==> src/rtl/skeeball_pkg.sv <==
// skeeball_pkg: shared state encoding, hole point values and ball-counter codes.
package skeeball_pkg;

    typedef enum logic [2:0] {
        S_IDLE,
        S_LOAD,
        S_WAIT_LOAD,
        S_PLAY,
        S_SCORE,
        S_REARM,
        S_OVER
    } state_t;

    localparam int CNT_W = 8;
    localparam int WAIT_LOAD_CYCLES = 8;

    localparam logic [6:0] PTS_GUTTER = 7'd0;
    localparam logic [6:0] PTS_10     = 7'd10;
    localparam logic [6:0] PTS_20     = 7'd20;
    localparam logic [6:0] PTS_30     = 7'd30;
    localparam logic [6:0] PTS_40     = 7'd40;
    localparam logic [6:0] PTS_50     = 7'd50;
    localparam logic [6:0] PTS_100    = 7'd100;

    localparam logic [8:0] BALLS_FULL  = 9'h1FF;
    localparam logic [8:0] BALLS_EMPTY = 9'h000;

    // Highest-numbered hole wins when several sensors fire together.
    function automatic logic [6:0] hole_points(input logic [6:0] h);
        return h[6] ? PTS_100 :
               h[5] ? PTS_50  :
               h[4] ? PTS_40  :
               h[3] ? PTS_30  :
               h[2] ? PTS_20  :
               h[1] ? PTS_10  : PTS_GUTTER;
    endfunction

endpackage

==> src/rtl/skeeball_debounce.sv <==
// skeeball_debounce: accepts a level change only after it holds for DEBOUNCE cycles.
module skeeball_debounce
    import skeeball_pkg::*;
#(
    parameter int DEBOUNCE = 16
) (
    input  logic clk,
    input  logic reset,
    input  logic raw,
    output logic stable,
    output logic rise
);

    logic [CNT_W-1:0] cnt_q, cnt_d;
    logic             stable_q, stable_d;
    logic             rise_q, rise_d;

    always_comb begin
        stable_d = stable_q;
        cnt_d    = '0;
        if (raw != stable_q) begin
            if (cnt_q == CNT_W'(DEBOUNCE - 1)) stable_d = raw;
            else cnt_d = cnt_q + 1'b1;
        end
        rise_d = stable_d & ~stable_q;
    end

    always_ff @(posedge clk) begin
        if (reset) begin
            cnt_q    <= '0;
            stable_q <= 1'b0;
            rise_q   <= 1'b0;
        end else begin
            cnt_q    <= cnt_d;
            stable_q <= stable_d;
            rise_q   <= rise_d;
        end
    end

    assign stable = stable_q;
    assign rise   = rise_q;

endmodule

==> src/rtl/skeeball_game_ctrl.sv <==
// skeeball_game_ctrl: debounces start/holes, drives the ball counter and keeps score.
module skeeball_game_ctrl
    import skeeball_pkg::*;
#(
    parameter int DEBOUNCE = 16,
    parameter int SCORE_W  = 10
) (
    input  logic               clk,
    input  logic               reset,
    input  logic               start,
    input  logic [6:0]         hole,
    input  logic [8:0]         balls_in,
    output logic               game,
    output logic               ball_clk,
    output logic [SCORE_W-1:0] score,
    output logic               game_over,
    output logic               ball_scored
);

    state_t             state_q, state_d;
    logic [2:0]         wait_q, wait_d;
    logic [SCORE_W-1:0] score_q, score_d;
    logic [SCORE_W:0]   sum;
    logic               game_q, game_d;
    logic               ball_clk_q, ball_clk_d;
    logic               game_over_q, game_over_d;
    logic               ball_scored_q, ball_scored_d;
    logic               start_stable, start_rise;
    logic               hole_stable, hole_rise;
    logic               unused;

    skeeball_debounce #(.DEBOUNCE(DEBOUNCE)) u_start_db (
        .clk    (clk),
        .reset  (reset),
        .raw    (start),
        .stable (start_stable),
        .rise   (start_rise)
    );

    skeeball_debounce #(.DEBOUNCE(DEBOUNCE)) u_hole_db (
        .clk    (clk),
        .reset  (reset),
        .raw    (|hole),
        .stable (hole_stable),
        .rise   (hole_rise)
    );

    assign unused = start_stable ^ hole_rise;

    always_comb begin
        state_d = state_q;
        wait_d  = wait_q;
        score_d = score_q;
        sum     = {1'b0, score_q} + (SCORE_W + 1)'(hole_points(hole));
        case (state_q)
            S_IDLE, S_OVER: if (start_rise) begin
                state_d = S_LOAD;
                score_d = '0;
            end
            S_LOAD: begin
                state_d = S_WAIT_LOAD;
                wait_d  = '0;
            end
            S_WAIT_LOAD: begin
                if (balls_in == BALLS_FULL) state_d = S_PLAY;
                else if (wait_q == 3'(WAIT_LOAD_CYCLES - 1)) state_d = S_LOAD;
                else wait_d = wait_q + 1'b1;
            end
            S_PLAY: if (hole_stable) state_d = S_SCORE;
            S_SCORE: begin
                state_d = S_REARM;
                score_d = sum[SCORE_W] ? '1 : sum[SCORE_W-1:0];
            end
            // Malformed thermometer codes count as balls remaining.
            S_REARM: if (!hole_stable) state_d = (balls_in == BALLS_EMPTY) ? S_OVER : S_PLAY;
            default: state_d = S_IDLE;
        endcase
        game_d        = state_d inside {S_PLAY, S_SCORE, S_REARM};
        ball_clk_d    = state_d inside {S_LOAD, S_SCORE};
        ball_scored_d = state_d == S_SCORE;
        game_over_d   = state_d == S_OVER;
    end

    always_ff @(posedge clk) begin
        if (reset) begin
            state_q       <= S_IDLE;
            wait_q        <= '0;
            score_q       <= '0;
            game_q        <= 1'b0;
            ball_clk_q    <= 1'b0;
            game_over_q   <= 1'b0;
            ball_scored_q <= 1'b0;
        end else begin
            state_q       <= state_d;
            wait_q        <= wait_d;
            score_q       <= score_d;
            game_q        <= game_d;
            ball_clk_q    <= ball_clk_d;
            game_over_q   <= game_over_d;
            ball_scored_q <= ball_scored_d;
        end
    end

    assign game        = game_q;
    assign ball_clk    = ball_clk_q;
    assign score       = score_q;
    assign game_over   = game_over_q;
    assign ball_scored = ball_scored_q;

    a_bclk_single: assert property (@(posedge clk) disable iff (reset) ball_clk_q |=> !ball_clk_q);
    a_game_excl:   assert property (@(posedge clk) disable iff (reset) !(game_q && game_over_q));

endmodule

==> config.mk <==
export PLATFORM = sky130hd
export DESIGN_NAME = skeeball_game_ctrl
export DESIGN_NICKNAME = d
export VERILOG_FILES = /design/src/rtl/skeeball_pkg.sv /design/src/rtl/skeeball_debounce.sv /design/src/rtl/skeeball_game_ctrl.sv
export SDC_FILE = /design/constraint.sdc
export NUM_CORES = 1
export LEC_CHECK = 0
export BUFFER_PORTS_ARGS = -buffer_cell sky130_fd_sc_hd__buf_2
export CORE_ASPECT_RATIO = 0.9
export CORE_MARGIN = 3
export CORE_UTILIZATION = 40
export CTS_BUF_LIST = sky130_fd_sc_hd__clkbuf_8
export DETAILED_ROUTE_END_ITERATION = 6
export GPL_TIMING_DRIVEN = 0
export PLACE_DENSITY = 0.64
export SLEW_MARGIN = 20
export SYNTH_ARGS = -nofsm -noshare
export SYNTH_HDL_FRONTEND = slang
export SYNTH_HIERARCHICAL = 1
export SYNTH_SLANG_ARGS = --single-unit
==> constraint.sdc <==
create_clock -name clk -period 4.8 [get_ports clk]
set_input_delay 0.96 -clock clk [delete_from_list [all_inputs] [get_ports clk]]
set_output_delay 0.96 -clock clk [all_outputs]
set_load 0.03 [all_outputs]
# Yosys cells after proc, flatten, opt, wreduce, memory -nomap -nowiden
# Cells that the tools add are included.
totals:
  out_inout_bits: 14
  elab_cells: 74
  inputBits: 19
  regBits: 39
classes:
  n_reduce_logical: 13
  bitwise: 4
  n_addsub: 4
  n_eq_ne: 20
  n_mux: 21
op_table:
  columns: ["cell", "n"]
  rows:
  - ["2-to-1 mux 3 bit", 8]
  - ["== test 3 bit, second input constant", 7]
  - ["2-to-1 mux 10 bit", 2]
  - ["one-hot mux 10 bit (2 select lines)", 1]
  - ["one-hot mux 3 bit (6 select lines)", 1]
  - ["adder 8 x 1 -> 8 bit, second input constant", 2]
  - ["== test 8 x 4 -> 1 bit, second input constant", 2]
  - ["2-to-1 mux 6 bit", 2]
  - ["adder 10 x 7 -> 11 bit", 1]
  - ["2-to-1 mux 5 bit", 2]
  - ["== test 3 x 2 -> 1 bit, second input constant", 3]
  - ["== test 9 bit, second input constant", 1]
  - ["zero test 9 bit", 1]
  - ["2-to-1 mux 7 bit", 1]
  - ["OR reduction 7 bit", 1]
  - ["== test 3 x 1 -> 1 bit, second input constant", 2]
  - ["one-hot mux 3 bit (2 select lines)", 1]
  - ["nonzero test 2 bit", 3]
  - ["OR reduction 3 bit", 2]
  - ["2-to-1 mux 4 bit", 1]
  - ["!= test 2 bit, second input constant", 2]
  - ["AND reduction 2 bit", 2]
  - ["adder 3 x 1 -> 3 bit, second input constant", 1]
  - ["zero test 3 bit", 1]
  - ["other kinds (8)", 12]

# Logic depth before layout (Yosys ltp)
# Gate-level depths: netlist (run 1).
depth:
  word_depth: 9
  mapped_depth: 12
  depth_no_buf: 12

# By module
# The synthesis (run 1) kept the hierarchy.
modules_own_cells:
  columns: ["mod", "seq_area_each_um2", "n_inst", "cells_each", "area_each_um2"]
  rows:
  - ["skeeball_game_ctrl", 400.4, 1, 160, 1352.5]
  - ["skeeball_debounce", 200.2, 2, 48, 432.9]

# Worst setup path after synthesis (run 1)
# No wires, ideal clock.
synth_path:
  path_kind: "in2reg"
  start: "input hole[2]"
  end: "register score_q[7], in the netlist score[7]"
  path_slack_ps: 1980
  required_time_ps: 4714
  arrival_ps: 2735
  n_path_buf: 0
  cell_stages: 12
  setup_time_ps: 86
  cell_sequence: "inv_1 > a21oi_1 > nor2_1 > nor2_1 > nor2_1 > ha_1 > fa_1 > a211oi_1 > o21bai_1 > a21oi_1 > a211oi_1 > a211oi_1"
synth_via:
  elab_chain_cells: 8
synth_rtl:
  columns: ["item", "line", "source"]
  rows:
  - ["start: declaration", "skeeball_game_ctrl.sv:11", "input logic [6:0] hole,"]
  - ["2-to-1 mux 5 bit", "skeeball_pkg.sv:34", "h[2] ? PTS_20 :"]
  - ["2-to-1 mux 5 bit", "skeeball_pkg.sv:33", "h[3] ? PTS_30 :"]
  - ["2-to-1 mux 6 bit", "skeeball_pkg.sv:32", "h[4] ? PTS_40 :"]
  - ["2-to-1 mux 6 bit", "skeeball_pkg.sv:31", "h[5] ? PTS_50 :"]
  - ["2-to-1 mux 7 bit", "skeeball_pkg.sv:30", "return h[6] ? PTS_100 :"]
  - ["adder 10 x 7 -> 11 bit", "skeeball_game_ctrl.sv:54", "sum = {1'b0, score_q} + (SCORE_W + 1)'(hole_points(hole));"]
  - ["2-to-1 mux 10 bit", "skeeball_game_ctrl.sv:72", "score_d = sum[SCORE_W] ? '1 : sum[SCORE_W-1:0];"]
  - ["one-hot mux 10 bit (2 select lines)", "skeeball_game_ctrl.sv:55", "case (state_q)"]
  - ["end signal: assignment", "skeeball_game_ctrl.sv:96", "score_q <= score_d;"]
  - ["end: declaration", "skeeball_game_ctrl.sv:22", "logic [SCORE_W-1:0] score_q, score_d;"]
# No other way between the ends.
# A chain may end at the register's enable or synchronous reset.

# Worst setup path after layout (run 1)
layout_path:
  start: "input hole[1]"
  end: "register score_q[7], in the netlist score[7]"
layout_via:
  elab_chain_cells: 9
layout_rtl:
  columns: ["item", "line", "source"]
  rows:
  - ["2-to-1 mux 4 bit", "skeeball_pkg.sv:35", "h[1] ? PTS_10 : PTS_GUTTER;"]
  - ["2-to-1 mux 5 bit", "skeeball_pkg.sv:34", null]
  - ["2-to-1 mux 5 bit", "skeeball_pkg.sv:33", null]
  - ["2-to-1 mux 6 bit", "skeeball_pkg.sv:32", null]
  - ["2-to-1 mux 6 bit", "skeeball_pkg.sv:31", null]
  - ["2-to-1 mux 7 bit", "skeeball_pkg.sv:30", null]
  - ["adder 10 x 7 -> 11 bit", "skeeball_game_ctrl.sv:54", null]
  - ["2-to-1 mux 10 bit", "skeeball_game_ctrl.sv:72", null]
  - ["one-hot mux 10 bit (2 select lines)", "skeeball_game_ctrl.sv:55", null]
# No other way between the ends.

==> impl_metrics.tcl, run 1 <==
set metrics [dict create \
    status "finished clean" \
    cts.htree.levels 2 \
    dieArea_sq_mm 0.00639 \
    syn_nets 283 \
    place_congestion 0.803 \
    routed_wl_um 4380 \
    fin_nets 322 \
    criticalPathCategory "primary input to flip-flop" \
    post_cts.repair.setup_buffers 0 \
    fillers 502 \
    wl_per_cell_um 12.3 \
    syn-cell-area_sq_mm 0.00219 \
    cts_tree "built" \
    path_buf_inv 1 \
    hold_viol 0 \
    cap_violations 0 \
    grt_usage_pct 13.8 \
    fmaxAchievable_mhz 353 \
    maxSlewViolCount 0 \
    p_comb_share_pct 6.1 \
    ir_drop_mv 0.156 \
    drtIter0Drc 79 \
    path_cells "buf_2 -> a21oi_1 -> nor2_1 -> nor2_1 -> nor2_1 -> ha_1 -> fa_1 -> a211oi_1 -> o21bai_1 -> a21oi_1 -> a211oi_1 -> a211oi_1" \
    grt_overflow 0 \
    period_share_pct 59.1 \
    cts_hold_buffers 0 \
    crit_family "compound AO/OA/AOI/OAI gates" \
    holdCritPathClass "flip-flop to flip-flop" \
    cts_resized 0 \
    yosysWarnings 6 \
    power.switching_uw 136 \
    port_buffers 32 \
    multi_input_area_sq_mm 0.00134 \
    cts-root-buf "clkbuf_8" \
    area_delta_synth_final_pct 15.9 \
    start_kind "primary input" \
    dr.pass1.iters 6 \
    p_seq_share_pct 52.2 \
    internal-power_uw 494 \
    vias 1922 \
    place_ws_ns 1.67 \
    drcViolationCount 0 \
    avgSynthCellArea_sq_um 8.64 \
    rows 24 \
    power_leakage_nw 1.02 \
    min_period_ns 2.84 \
    cts_buffers 5 \
    slowest_delay_ns 0.44 \
    fin_ws_ns 1.96 \
    antenna_cells 0 \
    vias_per_cell 5.38 \
    finalSetupTns_ns 0 \
    stdcell_area_sq_mm 0.00253 \
    placed_area_sq_mm 0.00243 \
    post-route-util_pct 50.2 \
    crit_fanout 3 \
    antenna_found_initial 0 \
    drive_gt1_share_pct 20.2 \
    grt_max_degree 13 \
    clkSlewWorstSetupHoldPaths_ns 0.07 \
    die_x_um 83.9 \
    p_clk_share_pct 41.7 \
    clk_path_buf_depth 2 \
    coreArea_sq_mm 0.00504 \
    rsz0062_at_grt "false" \
    required_ns 5.01 \
    finClkSkew_ns 0.00606 \
    cp_slowest_cell "fa_1" \
    cellPowerDensity_mw_per_mm2 249 \
    sw_frac_of_total_pct 21.6 \
    grt_pass1_vias 1691 \
    worst_slew_pin_slew_ns 0.487 \
    cp_data_arrival_time_ns 3.04 \
    postSynthCellCount 253 \
    timing.slew.headroom_pct 67.6 \
    seqCellArea_sq_um 781 \
    clock_latency_ns 0.29 \
    final-setup-viol-count 0 \
    cts.sinks 39 \
    ioPinCount 33 \
    ant_nets 0 \
    dpl.hpwl_um 3420 \
    initial_utilization_pct 43.3 \
    cp-end-kind "flip-flop" \
    grt_pass1_wl_um 7410 \
    dieHeight_um 76.1 \
]
-- power groups by stage --
| stage | Clock (mW) | Combinational (mW) | Sequential (mW) |
|---|---|---|---|
| CTS | 0.274 | 0.0386 | 0.329 |
| finish | 0.263 | 0.0384 | 0.329 |
| detailed placement | 0 | 0.0386 | 0.336 |
| floorplan | 0 | 0.0231 | 0.336 |
| global placement | 0 | 0.0379 | 0.336 |
| global route | 0.285 | 0.0448 | 0.329 |
-- final timing paths --
check,from,to,slack (ns),cells after the start
setup / recovery,hole[1],score[7]$_SDFFE_PP0P_,1.96,12
hold / removal,u_hole_db/cnt_q[0]$_SDFF_PP0_,u_hole_db/cnt_q[0]$_SDFF_PP0_,0.45,1
setup reg to reg,score[1]$_SDFFE_PP0P_,score[7]$_SDFFE_PP0P_,2.76,7
hold reg to reg,u_hole_db/cnt_q[0]$_SDFF_PP0_,u_hole_db/cnt_q[0]$_SDFF_PP0_,0.45,1
-- layout make-up --
class,instances,share of cell area [%]
plain buffers,7,1.33
clock buffers,5,2.72
clock inverters,2,1.48
inverters,9,1.33
multi-input cells,198,52.8
flip-flops and latches,39,30.8
well taps,65,3.21
repair buffers,32,6.32
-- metal layers --
layer	vias up	global-route usage, %	share of wire, %
met3	5	3.57	3.9
met5	-	0	0
met2	22	21.5	46
met1	867	18.8	49
met4	0	3.86	0.78
li1	1028	-	-
-- worst register-to-register path, delay by kind of cell (launching register included) --
family          cells  cell delay [ns]
fa+ha+maj           2             0.67
compound gates      5             0.96
flops               1             0.32
-- sequential cells by signal, indices dropped and copies added (netlist names), 3 cells and up --
signal and cells:
score 10, u_hole_db/cnt_q 8, u_start_db/cnt_q 8, state_q 3, wait_q 3
-- placed cells by master, fill, tap and decap left out, types with 2 or more instances in the layout --
cell type,n
o21ai_1,4
xnor2_1,2
nor3b_2,2
inv_1,9
or4_4,2
o21ai_0,12
buf_2,35
mux2i_1,3
nor3_1,3
nor2b_1,2
o21bai_1,2
nor2_2,2
a22oi_1,3
or4b_1,2
xor2_1,5
nand2b_1,3
nand3_1,15
o211ai_4,2
a211oi_1,9
nand3b_1,2
or3_1,10
clkbuf_8,5
nor4_1,7
nand2_1,15
a31oi_1,4
o21ai_2,2
clkbuf_1,2
nand4_1,4
ha_1,10
a21oi_1,25
a21o_1,4
and3_1,3
nor2_1,22
dfxtp_1,39
-- through the flow --
stage                     instances  hold slack (ns)  power [mW]
after floorplan                 253            0.418       0.359
after global placement          350            0.430       0.374
after detailed placement        350            0.439       0.375
after CTS                       357            0.450       0.641
after global routing            357            0.465       0.659
final                           357            0.447       0.630
Power figures use the tool's default switching activity.
==> run 2, diff against run 1 <==
ABC_AREA = 1   (was not set)
PLACE_DENSITY = 0.66   (was 0.64)
clock period = 2.53 ns   (was 4.8 ns; I/O delays follow)
==> run 2 against run 1 <==
Via count grew 25%. Design area grew 10%. Largest power group unchanged. Synthesized area grew 11%. Final cell count grew 40%. First-iteration DRC count grew 92%.
==> impl_metrics.tcl, run 2 <==
set metrics [dict create \
    yosysWarnings 6 \
    power_mw 1.22 \
    ant_nets 0 \
    ir_drop_mv 0.182 \
    vias 2400 \
    wl_per_cell_um 10.3 \
    drt-met1-wl_um 2590 \
    cts-root-buf "clkbuf_8" \
    fmaxAchievable_mhz 469 \
    maxSlewViolCount 0 \
    clock_latency_ns 0.29 \
    status "finished clean" \
    final-setup-viol-count 0 \
    grt_pass1_wl_um 8890 \
    routed_wl_um 5150 \
    met2_length_um 2270 \
    drive_gt1_share_pct 15.6 \
    holdCritPathClass "flip-flop to flip-flop" \
    ioPinCount 33 \
    fin_ws_ns 0.398 \
    drcViolationCount 0 \
    antenna_found_initial 0 \
    post_cts.repair.setup_buffers 0 \
    fin_nets 458 \
    rsz0062_at_grt "false" \
    dp_cells 491 \
    place_congestion 0.870 \
    postSynthCellCount 389 \
    cap_violations 0 \
    die_x_um 88.1 \
    most-common-layout-cells "nand2_1 (109), inv_1 (56), nor2_1 (54)" \
    clk_path_buf_depth 2 \
    post-route-util_pct 48.1 \
    cts.sinks 39 \
    clkSlewWorstSetupHoldPaths_ns 0.08 \
    grt_overflow 0 \
    finClkSkew_ns 0.00521 \
    route.met3.wl_um 236 \
    start_kind "primary input" \
    stdcell_count 499 \
    antenna_cells 0 \
    area_delta_synth_final_pct 14.8 \
    cp_data_arrival_time_ns 2.30 \
    grt_pass1_vias 2139 \
    required_ns 2.70 \
    layout.cells.most_common "nand2_1" \
    rows 26 \
    cp_slowest_cell "fa_1" \
    largest_reg_flops 10 \
    avgSynthCellArea_sq_um 6.24 \
    hold_viol 0 \
    placed_area_sq_mm 0.00268 \
    criticalPathCategory "primary input to flip-flop" \
    syn_nets 419 \
    slowest_delay_ns 0.45 \
    cts_resized 0 \
    crit_top_cell "nor2_1" \
    place_ws_ns 0.139 \
    path_buf_inv 2 \
    grt_usage_pct 15.6 \
    worst_slew_pin_slew_ns 0.504 \
    grt_max_degree 14 \
    crit_family "simple AND/OR/NAND/NOR gates" \
    port_buffers 32 \
    dieArea_sq_mm 0.00704 \
    path_cells "buf_2 -> inv_1 -> a21oi_1 -> nor2_1 -> nor2_1 -> nor2_1 -> ha_1 -> fa_1 -> nand3_1 -> nand3_1 -> nand2_1 -> nand2_1 -> nand2_1 -> a21oi_1 -> nor2_1 -> nor2_1" \
    period_share_pct 84.3 \
    min_period_ns 2.13 \
    cts_buffers 5 \
    fillers 594 \
    cts_hold_buffers 0 \
    timing.slew.headroom_pct 66.4 \
    cts.htree.levels 2 \
    power_leakage_nw 1.42 \
    crit_fanout 4 \
    initial_utilization_pct 41.9 \
    dieHeight_um 79.9 \
    syn-cell-area_sq_mm 0.00243 \
    finalSetupTns_ns 0 \
    dr.pass1.iters 4 \
    whs_ns 0.448 \
    stdcell_area_sq_mm 0.00279 \
    vias_per_cell 4.81 \
    top_layer "met4" \
    coreArea_sq_mm 0.00579 \
    cellPowerDensity_mw_per_mm2 439 \
    dpl.hpwl_um 4060 \
    cts_tree "built" \
    drtIter0Drc 152 \
    cp-end-kind "flip-flop" \
]
## run 2: worst reg2reg max path, stage by stage, from the launching register on
cell and delay (ns):
dfxtp_1 0.33, ha_1 0.25, fa_1 0.45, nand3_1 0.13, nand3_1 0.12, nand2_1 0.10
nand2_1 0.05, nand2_1 0.05, a21oi_1 0.05, nor2_1 0.08, nor2_1 0.04
## run 2: power breakdown
group	switching (mW)	internal [mW]	leakage (nW)	total, mW
clock	0.229	0.294	0.0581	0.523
sequential	0.00518	0.619	0.315	0.624
combinational	0.0483	0.0298	1.04	0.0781
## run 2: area by class of cell
cell class                 instances  area (sq um)  share of cell area (%)
sequential                        39           781                    28.0
tap                               70          87.6                    3.14
buffer                             2          11.3                   0.404
multi-input combinational        286          1400                    50.3
clock buffer                       5          68.8                    2.47
inverter                          62           233                    8.35
timing repair buffer              32           160                    5.75
clock inverter                     3          43.8                    1.57
## run 2: metal layers
| layer | global-route usage (%) | vias to the layer above |
|---|---|---|
| met2 | 26.3 | 49 |
| met5 | 0 | - |
| met1 | 20.1 | 1044 |
| li1 | - | 1303 |
| met4 | 4.53 | 0 |
| met3 | 3.20 | 4 |
## run 2: final timing paths
kind	end	depth (start not counted)	slack, ns	startpoint
worst min-delay path	score[0]$_SDFFE_PP0P_	2	0.45	score[0]$_SDFFE_PP0P_
worst max-delay path	score[9]$_SDFFE_PP0P_	16	0.40	hole[2]
worst min register to register	score[0]$_SDFFE_PP0P_	2	0.45	score[0]$_SDFFE_PP0P_
worst max register to register	score[9]$_SDFFE_PP0P_	10	0.75	score[1]$_SDFFE_PP0P_
